## src/rtl/cordic_input_stage.sv

```systemverilog
// CORDIC rotation-mode input stage: folds the angle into +/-90 deg, loads the initial vector
// and carries valid/negate tags plus an in-flight count. Build macro: CORDIC_GAIN_COMP_EN.
module cordic_input_stage #(
   parameter int          STAGES    = 16,
   parameter logic [31:0] GAIN_INIT = 32'h26DD3B6A
) (
   input  logic        clk,
   input  logic        rst_n,
   input  logic        in_valid,
   input  logic [31:0] angle_in,
   input  logic        flush,
   output logic [31:0] x_out,
   output logic [31:0] y_out,
   output logic [31:0] z_out,
   output logic        out_valid,
   output logic        out_negate,
   output logic        tag_valid,
   output logic        tag_negate,
   output logic        busy
);
   localparam int CW = $clog2(STAGES + 2);

`ifdef CORDIC_GAIN_COMP_EN
   localparam bit GAIN_COMP_C = 1'b1;
`else
   localparam bit GAIN_COMP_C = 1'b0;
`endif
   localparam logic [31:0] X_INIT = GAIN_COMP_C ? GAIN_INIT : 32'h4000_0000;

   // Returns {negate, z}; angles outside [-90,+90) deg sit where bits 31 and 30 differ
   function automatic logic [32:0] fold_angle(input logic [31:0] a);
      logic neg;
      neg = a[31] ^ a[30];
      return neg ? {1'b1, ~a[31], a[30:0]} : {1'b0, a};
   endfunction

   logic [32:0]       fold_s;
   logic              accept_s;
   logic [31:0]       x_r, y_r, z_r;
   logic              out_valid_r, out_negate_r;
   logic [STAGES-1:0] dv_r, dn_r;
   logic [CW-1:0]     count_r, count_next_s;
   logic              busy_r;

   assign fold_s   = fold_angle(angle_in);
   assign accept_s = in_valid & ~flush;

   // Next in-flight count: one in per accepted sample, one out per emitted tag
   always_comb begin
      count_next_s = count_r;
      if (flush) begin
         count_next_s = {CW{1'b0}};
      end else begin
         case ({in_valid, dv_r[STAGES-1]})
            2'b10:   count_next_s = count_r + CW'(1);
            2'b01:   count_next_s = count_r - CW'(1);
            default: count_next_s = count_r;
         endcase
      end
   end

   // Initial vector registers; they hold between samples and across flush
   always_ff @(posedge clk or negedge rst_n) begin
      if (!rst_n) begin
         x_r          <= 32'h0000_0000;
         y_r          <= 32'h0000_0000;
         z_r          <= 32'h0000_0000;
         out_negate_r <= 1'b0;
      end else if (accept_s) begin
         x_r          <= X_INIT;
         y_r          <= 32'h0000_0000;
         z_r          <= fold_s[31:0];
         out_negate_r <= fold_s[32];
      end else begin
         x_r          <= x_r;
         y_r          <= y_r;
         z_r          <= z_r;
         out_negate_r <= out_negate_r;
      end
   end

   // Valid flags, tag delay line and in-flight count; flush clears only valid state
   always_ff @(posedge clk or negedge rst_n) begin
      if (!rst_n) begin
         out_valid_r <= 1'b0;
         dv_r        <= {STAGES{1'b0}};
         dn_r        <= {STAGES{1'b0}};
         count_r     <= {CW{1'b0}};
         busy_r      <= 1'b0;
      end else begin
         out_valid_r <= accept_s;
         dn_r[0]     <= out_negate_r;
         for (int k = STAGES - 1; k >= 1; k--) begin
            dn_r[k] <= dn_r[k-1];
         end
         if (flush) begin
            dv_r <= {STAGES{1'b0}};
         end else begin
            dv_r[0] <= out_valid_r;
            for (int k = STAGES - 1; k >= 1; k--) begin
               dv_r[k] <= dv_r[k-1];
            end
         end
         count_r <= count_next_s;
         busy_r  <= (count_next_s != {CW{1'b0}});
      end
   end

   assign x_out      = x_r;
   assign y_out      = y_r;
   assign z_out      = z_r;
   assign out_valid  = out_valid_r;
   assign out_negate = out_negate_r;
   assign tag_valid  = dv_r[STAGES-1];
   assign tag_negate = dn_r[STAGES-1];
   assign busy       = busy_r;
endmodule

```

## config.mk

```make
export PLATFORM = sky130hd
export DESIGN_NAME = cordic_input_stage
export DESIGN_NICKNAME = d
export VERILOG_FILES = /design/src/rtl/cordic_input_stage.sv
export SDC_FILE = /design/constraint.sdc
export NUM_CORES = 1
export LEC_CHECK = 0
export ABC_AREA = 0
export BUFFER_PORTS_ARGS = -buffer_cell sky130_fd_sc_hd__buf_4
export CAP_MARGIN = 25
export CELL_PAD_IN_SITES_DETAIL_PLACEMENT = 0
export CELL_PAD_IN_SITES_GLOBAL_PLACEMENT = 2
export CORE_MARGIN = 1.5
export CORE_UTILIZATION = 29
export DETAILED_ROUTE_END_ITERATION = 10
export GPL_TIMING_DRIVEN = 0
export PLACE_DENSITY = 0.79
export SLEW_MARGIN = 15
export SYNTH_ARGS = -nofsm -noshare
export SYNTH_HDL_FRONTEND = slang
export SYNTH_SLANG_ARGS = --single-unit
```

## constraint.sdc

```tcl
create_clock -name clk -period 2.5 [get_ports clk]
set_input_delay 0 -clock clk [delete_from_list [all_inputs] [get_ports clk]]
set_output_delay 0 -clock clk [all_outputs]
set_load 0.05 [all_outputs]
```

### Word level (Yosys, flattened, before mapping)

Index checks and enable logic that the tools add are counted.
W data, S select, Z words.

* logic and storage cells: 21
* register bits after elaboration: 73
* output and inout port bits: 101
* input bits: 36

* multiplexer cells: 4
* $add $sub $neg: 2
* reduce and logical (&&, ||, !) cells: 1
* bitwise operators: 4
* equality and inequality tests: 2

Operators with widths (number)
* $mux W33: 1
* $mux W16: 1
* $pmux W5 S2: 1
* $add A5 B1 Y5 const B: 1
* $mux W5: 1
* $reduce_bool A5 Y1: 1
* $sub A5 B1 Y5 const B: 1
* $eq A2 B1 Y1 const B: 1
* $eq A2 B2 Y1 const B: 1
* $not A1 Y1: 2
* $and A1 B1 Y1: 1
* $xor A1 B1 Y1: 1

### Logic depth before layout (Yosys ltp)

Gate-level depths: netlist (run 1).

* depth in word-level cells: 4
* depth in mapped cells: 10
* depth with buffers taken out: 9

### Worst setup path after synthesis (run 1)

No wires, ideal clock.

* kind: register to register
* start point: register dv_r[15]
* end point: register busy_r (netlist: busy)
* setup slack: 0.134 ns
* cell stages (with the launch flop): 10
* library setup time: 0.134 ns
* arrival time: 2.232 ns
* period minus slack after synthesis: 2.366 ns
* path buffers: 1
* required time: 2.366 ns
* path through: dfrtp_1 -> ha_1 -> buf_6 -> xor2_1 -> ha_1 -> nor3b_1 -> o32ai_2 -> mux2_4 -> nor3_2 -> o211ai_2

* word-level cells in the longest chain between the ends: 4
* elaborated cells between the ends (all ways): 5
* classes of those cells: eq/ne (2); mux (2); reduce/logical (1)

Ends and longest elaborated chain
* start, declared: RTL line 41 `logic [STAGES-1:0] dv_r, dn_r;`
* start signal, assigned: RTL line 86 `dv_r <= {STAGES{1'b0}};`
* start signal, assigned: RTL line 97 `dv_r <= {STAGES{1'b0}};`
* start signal, assigned by index: RTL line 101 `dv_r[k] <= dv_r[k-1];`
* $eq A2 B1 Y1 or $eq A2 B2 Y1 (tied branches): RTL line 54 `case ({in_valid, dv_r[STAGES-1]})`
* $pmux W5 S2 *: RTL line 54
* $mux W5 *: RTL line 51 `if (flush) begin`
* via count_next_s[4]: RTL line 42 `logic [CW-1:0] count_r, count_next_s;`
* $reduce_bool A5 Y1 *: RTL line 105 `busy_r <= (count_next_s != {CW{1'b0}});`
* end signal, assigned: RTL line 105
* end, declared: RTL line 43 `logic busy_r;`

Mark *: on every way through the listed nets, which the timed path passes. The rest lies on a longest branch.
A chain may end at the register's enable or synchronous reset.

### Final worst setup path (run 1)

Ends and elaborated chain as after synthesis.

==> impl_metrics.toml, run 1 <==
[timing]
hold_violations = 0
clock.fmax_ghz = 0.4436
hold_ws_ps = 48.42
fin_tns_setup_ps = 0
tightest_slew_ps = 582.7
finalCriticalPeriod_ps = 2254
rsz0062_at_grt = "false"
setup_viol = 0
fin_ws_ps = 245.9
fin_skew_ps = 9.026
drv_slew = 0
finalCritPeriodShare = 0.9016
max_slew_margin = 0.6111

[synthesis]
syn_area_um2 = 3108
async_flop_share = 1.000
ys_ff_latch = 73
syn-instance-count = 236
synth_area_per_cell_um2 = 13.17
ys_warn_count = 0
ys_seq_area_frac = 0.5878
ys.flop_type = "dfrtp_1"
ys_types = 32
synth_edf_count = 0

[clock_tree]
cts_resized = 0
clock_sinks = 73
cts_max_level = 3
cts_buffers = 9
clk_path_buf_depth = 2
cts_setup_buffers = 0
cts_tree = "built"
clockRootBuffer = "clkbuf_8"
insertion_delay_ps = 340
clk_pin_slew_ps = 70

[place]
dpl.hpwl_mm = 3.815
post_dp_cell_area_um2 = 4059
port-buffer-count = 73
dpl.cell_count = 507
pre_cts_ws_ps = 233.8
gp_congestion = 0.7118

[cells_and_area]
layout-drive-gt1-share = 0.4489
stdcell_area_um2 = 4603
mostFrequentLayoutCell = "buf_4"
mostFrequentLayoutCells = "buf_4 (136), dfrtp_1 (73), conb_1 (63), dlygate4sd3_1 (34), mux2_2 (27)"
fill_cells = 973
layout.cells.non_filler = 557
final_nets = 456
diodes = 0
final_util = 0.4439
area_growth_pct = 48.11

[global_route]
grt_usage = 0.1030
grt_max_degree = 74
grt_pass1_wl_mm = 9.011
grt.overflow.total = 0
antenna_found_initial = 0
grt_pass1_vias = 2007

[min_path]
hold_class = "in2async"

[pwr]
switchingPower_mw = 1.109
ir_worst_vdd_mv = 0.3677
power_leakage_nw = 2.362
internal_power_mw = 2.085
p_per_area_nw_per_um2 = 693.7
p_seq_frac = 0.426
p_total_mw = 3.193
sw_frac_of_total = 0.3472
pwr-share-clk = 0.266
p_comb_frac = 0.308

[routing]
route.detailed.drc = 0
dr.pass1.iters = 3
via_per_inst = 3.645
vias = 2030
ant_nets = 0
first_iter_violations = 48
avgRoutedWirePerCell_um = 10.30
finalWirelength_mm = 5.738

[worst_setup_path]
crit_arrival_ps = 2460
critPathLaunch = "dv_r[15]$_DFF_PN0_"
worst-setup-path-type = "reg2reg"
worstPathMaxFanout = 7
end_kind = "flip-flop"
critPathLaunchType = "flip-flop"
required_ps = 2700
ff2ff_path_depth = 9
r2r_start = "dv_r[15]$_DFF_PN0_"

[floorplanning]
fp.dieW_um = 106.5
die_area_um2 = 11350
io_pins = 137
core-area_um2 = 10370
die_y_um = 106.5
initial_core_util = 0.2997
rows = 37

[run_status]
status = "completed"

[run]
drv_cap = 0
power groups by stage:
stage                     combinational (mW)  clock (mW)  sequential [mW]
after floorplan                        0.397           0             1.68
after global placement                 0.933           0             1.38
after detailed placement               0.937           0             1.38
after CTS                              0.980       0.895             1.36
after global routing                    1.03       0.943             1.37
final                                  0.984       0.849             1.36
synth_stat cells (2+ instances only):
library cell | instances | area, um2
xnor2_1 | 2 | 17.52
nor2_1 | 7 | 26.28
inv_1 | 4 | 15.01
nor2b_1 | 19 | 118.9
buf_2 | 3 | 15.01
nand2_1 | 2 | 7.510
buf_6 | 2 | 22.52
o21ai_0 | 2 | 10.01
mux2i_1 | 2 | 20.02
xor2_1 | 3 | 26.28
clkbuf_1 | 2 | 7.510
mux2_2 | 27 | 304.0
buf_4 | 63 | 473.0
ha_1 | 3 | 37.54
a21oi_1 | 4 | 20.02
mux2_1 | 3 | 33.78
dfrtp_1 | 73 | 1827
path summary, 6_finish.rpt:
kind | endpoint | slack, ps
max | busy$_DFF_PN0_ | 250
min | out_valid$_DFF_PN0_ | 50
max reg2reg | busy$_DFF_PN0_ | 250
min reg2reg | dn_r[10]$_DFF_PN0_ | 350
max in group asynchronous | busy$_DFF_PN0_ | 1910
min in group clk | out_valid$_DFF_PN0_ | 280
area by class of cell:
type                    count  area, um2  area share
plain buffers              70      518.0      0.1125
clock inverters             4      45.04    0.009785
repair buffers            108      915.9      0.1990
inverters                   4      15.01    0.003262
clock buffers              11      131.4     0.02854
multi-input cells         151      980.9      0.2131
well taps                 136      170.2     0.03697
flip-flops and latches     73       1827      0.3968
critical path, cell delays in order (launching register included):
cell and delay (ps):
dfrtp_1 400, ha_1 200, buf_6 130, xor2_1 150
ha_1 200, nor3b_1 150, o32ai_2 300, mux2_4 340
nor3_2 140, o211ai_2 100
kinds of logic after synthesis:
group / Yosys count / synth area share
buf+inv: 74 / 0.1715
compound gates: 11 / 0.02657
mux: 33 / 0.1200
fa+ha+maj: 3 / 0.01208
xor+xnor: 5 / 0.01409
simple gates: 36 / 0.06683
other cells: 1 / 0.001207
flops: 73 / 0.5878
state kept, by name, summed over array words and instances (netlist names):
name and cells:
busy 1, count_r 5, dn_r 16, dv_r 16
out_negate 1, out_valid 1, x_out 1, z_out 32
what timing repair did:
| item | in CTS | in global routing |
|---|---|---|
| endpoints found under the setup margin | 0 | 0 |
| hold endpoints to repair | 107 | 0 |
| hold buffers | 34 | 0 |
layer usage:
metal  part of all wire  global-route usage  wire length [um]
met5                  0                   0                 0
met4             0.0073             0.02571                42
met3              0.078             0.05702               449
met2               0.50              0.1747              2883
met1               0.41              0.1118              2362
No activity file was read; power rests on OpenSTA's default activity.
==> inputs of run 2 (changes only) <==
--- a/config.mk
+++ b/config.mk
@@ -10,6 +10,7 @@
 export CAP_MARGIN = 25
 export CELL_PAD_IN_SITES_DETAIL_PLACEMENT = 0
 export CELL_PAD_IN_SITES_GLOBAL_PLACEMENT = 2
+export CORE_ASPECT_RATIO = 0.6
 export CORE_MARGIN = 1.5
 export CORE_UTILIZATION = 29
 export DETAILED_ROUTE_END_ITERATION = 10
==> constraint.sdc (replaced) <==
create_clock -name clk -period 2.5 [get_ports clk]
set_input_delay 0.375 -clock clk [delete_from_list [all_inputs] [get_ports clk]]
set_output_delay 0.375 -clock clk [all_outputs]
set_load 0.05 [all_outputs]
==> run 2 against run 1 <==
Net effect: cell count fell by 5.2%; critical path depth did not move; register-to-register slack barely moved; power rose by 14%; largest power group unchanged.
==> impl_metrics.toml, run 2 (synthesis gave the netlist of run 1 again) <==
[timing]
setup_viol = 0
hold_ws_ps = 264.6
max_slew_margin = 0.5990
fin_tns_setup_ps = 0
clock.fmax_ghz = 0.4419
hold_violations = 0
tightest_slew_ps = 600.9
finalCriticalPeriod_ps = 2263
drv_slew = 0
rsz0062_at_grt = "false"
finalCritPeriodShare = 0.9052
fin_skew_ps = 3.323

[pwr]
power_leakage_nw = 2.283
p_total_mw = 3.648
pwr-share-clk = 0.369
ir_worst_vdd_mv = 0.3968
p_comb_frac = 0.257
p_seq_frac = 0.373
switchingPower_mw = 1.178
sw_frac_of_total = 0.3230
p_per_area_nw_per_um2 = 826.8
internal_power_mw = 2.470

[worst_setup_path]
worst-setup-path-type = "reg2reg"
r2r_end = "busy$_DFF_PN0_"
crit_arrival_ps = 2460
slowest_stage = "dfrtp_1"
slowest_delay_ps = 400
crit_top_cell = "ha_1"
r2r_start = "dv_r[15]$_DFF_PN0_"
rrSetupSlack_ps = 240
ff2ff_path_depth = 9
end_kind = "flip-flop"
worstPathMaxFanout = 7
critPathLaunchType = "flip-flop"
path_cells = "ha_1, buf_6, xor2_1, ha_1, nor3b_1, o32ai_2, mux2_4, nor3_2, o211ai_2"
required_ps = 2690

[routing]
first_iter_violations = 50
route.detailed.drc = 0
via_per_inst = 3.572
vias = 1886
dr.pass1.iters = 4
avgRoutedWirePerCell_um = 10.49
finalWirelength_mm = 5.537
ant_nets = 0

[clock_tree]
clk_path_buf_depth = 2
cts_max_level = 3
cts_setup_buffers = 0
cts_resized = 0
insertion_delay_ps = 320
cts_buffers = 9
cts-hold-fix-buffers = 0
clk_pin_slew_ps = 60
cts_tree = "built"
clockRootBuffer = "clkbuf_16"
clock_sinks = 73

[cells_and_area]
mostFrequentLayoutCells = "buf_4 (136), dfrtp_1 (73), conb_1 (63), mux2_2 (27), nor2b_1 (19)"
fill_cells = 1007
largest_register_ff_count = 32
area_growth_pct = 41.95
final_nets = 423
layout.cells.non_filler = 528
layout-drive-gt1-share = 0.4910
diodes = 0
mostFrequentLayoutCell = "buf_4"

[run]
drv_cap = 0

[min_path]
holdPathStages = 2
hold_class = "in2reg"
whs_endpoint = "z_out[29]$_DFFE_PN0P_"
holdCritStartpoint = "angle_in[29]"

[run_status]
status = "completed"

[floorplanning]
rows = 29
die_y_um = 83.19
fp.dieW_um = 136.7
initial_core_util = 0.2964
io_pins = 137
die_area_um2 = 11370
core-area_um2 = 10490

[global_route]
grt_pass1_vias = 1849
grt_usage = 0.1075
antenna_found_initial = 0
grt.overflow.total = 0
grt_max_degree = 74
grt_pass1_wl_mm = 9.183

[place]
gp_congestion = 0.6748
port-buffer-count = 73
dpl.hpwl_mm = 3.850
dpl.cell_count = 510
-- run 2: changes by cell type in the layout (fill, tap and decap cells not counted), sizes merged --
| cell | change |
|---|---|
| dlygate4sd3 | -33 |
| clkinvlp | +1 |
| bufinv | +1 |
| clkbuf | -1 |
-- run 2: area by class of cell --
class                   count  area [um2]  area share
clock inverters             6       82.58     0.01872
well taps                 139       173.9     0.03942
multi-input cells         151       980.9      0.2223
plain buffers              70       518.0      0.1174
repair buffers             75       585.6      0.1327
inverters                   4       15.01    0.003403
flip-flops and latches     73        1827      0.4141
clock buffers              10       229.0     0.05190
-- run 2: worst max path at each step --
stage | startpoint | to | slack [ps]
after detailed placement | in_valid | busy$_DFF_PN0_ | 50
after floorplan | dv_r[15]$_DFF_PN0_ | busy$_DFF_PN0_ | 130
after global routing | dv_r[15]$_DFF_PN0_ | busy$_DFF_PN0_ | 130
after CTS | dv_r[15]$_DFF_PN0_ | busy$_DFF_PN0_ | 230
final | dv_r[15]$_DFF_PN0_ | busy$_DFF_PN0_ | 240
after global placement | in_valid | busy$_DFF_PN0_ | 40
-- run 2: worst max-delay path: cells and delay by family, from the launching register on --
family                     cells  cell delay (ps)
and+or+nand+nor                2              280
buffers and inverters          1              130
DFF                            1              400
adders and majority gates      2              390
xor gates and xnor gates       1              150
muxes                          1              340
AOI/OAI and AO/OA              2              430
-- run 2: power groups by stage --
stage | logic [mW] | clock network, mW | registers [mW]
finish | 0.939 | 1.35 | 1.36
global route | 0.987 | 1.46 | 1.38
CTS | 0.937 | 1.38 | 1.36
detailed placement | 0.937 | 0 | 1.38
global placement | 0.934 | 0 | 1.38
floorplan | 0.397 | 0 | 1.68
-- run 2: through the flow --
stage / area [um2] / setup WS, ps / util
after floorplan: 3341 / 133.7 / -
after global placement: 4063 / 42.39 / 0.3874
after detailed placement: 4063 / 51.75 / 0.3874
after CTS: 4374 / 227.2 / 0.4171
after global routing: 4412 / 134.1 / 0.4207
final: 4412 / 237.0 / 0.4207
-- run 2: metal layers --
layer  share of wire  track usage
met1            0.45       0.1384
met2            0.43       0.1471
met3            0.11      0.06838
met4          0.0079      0.03191
met5               0            0
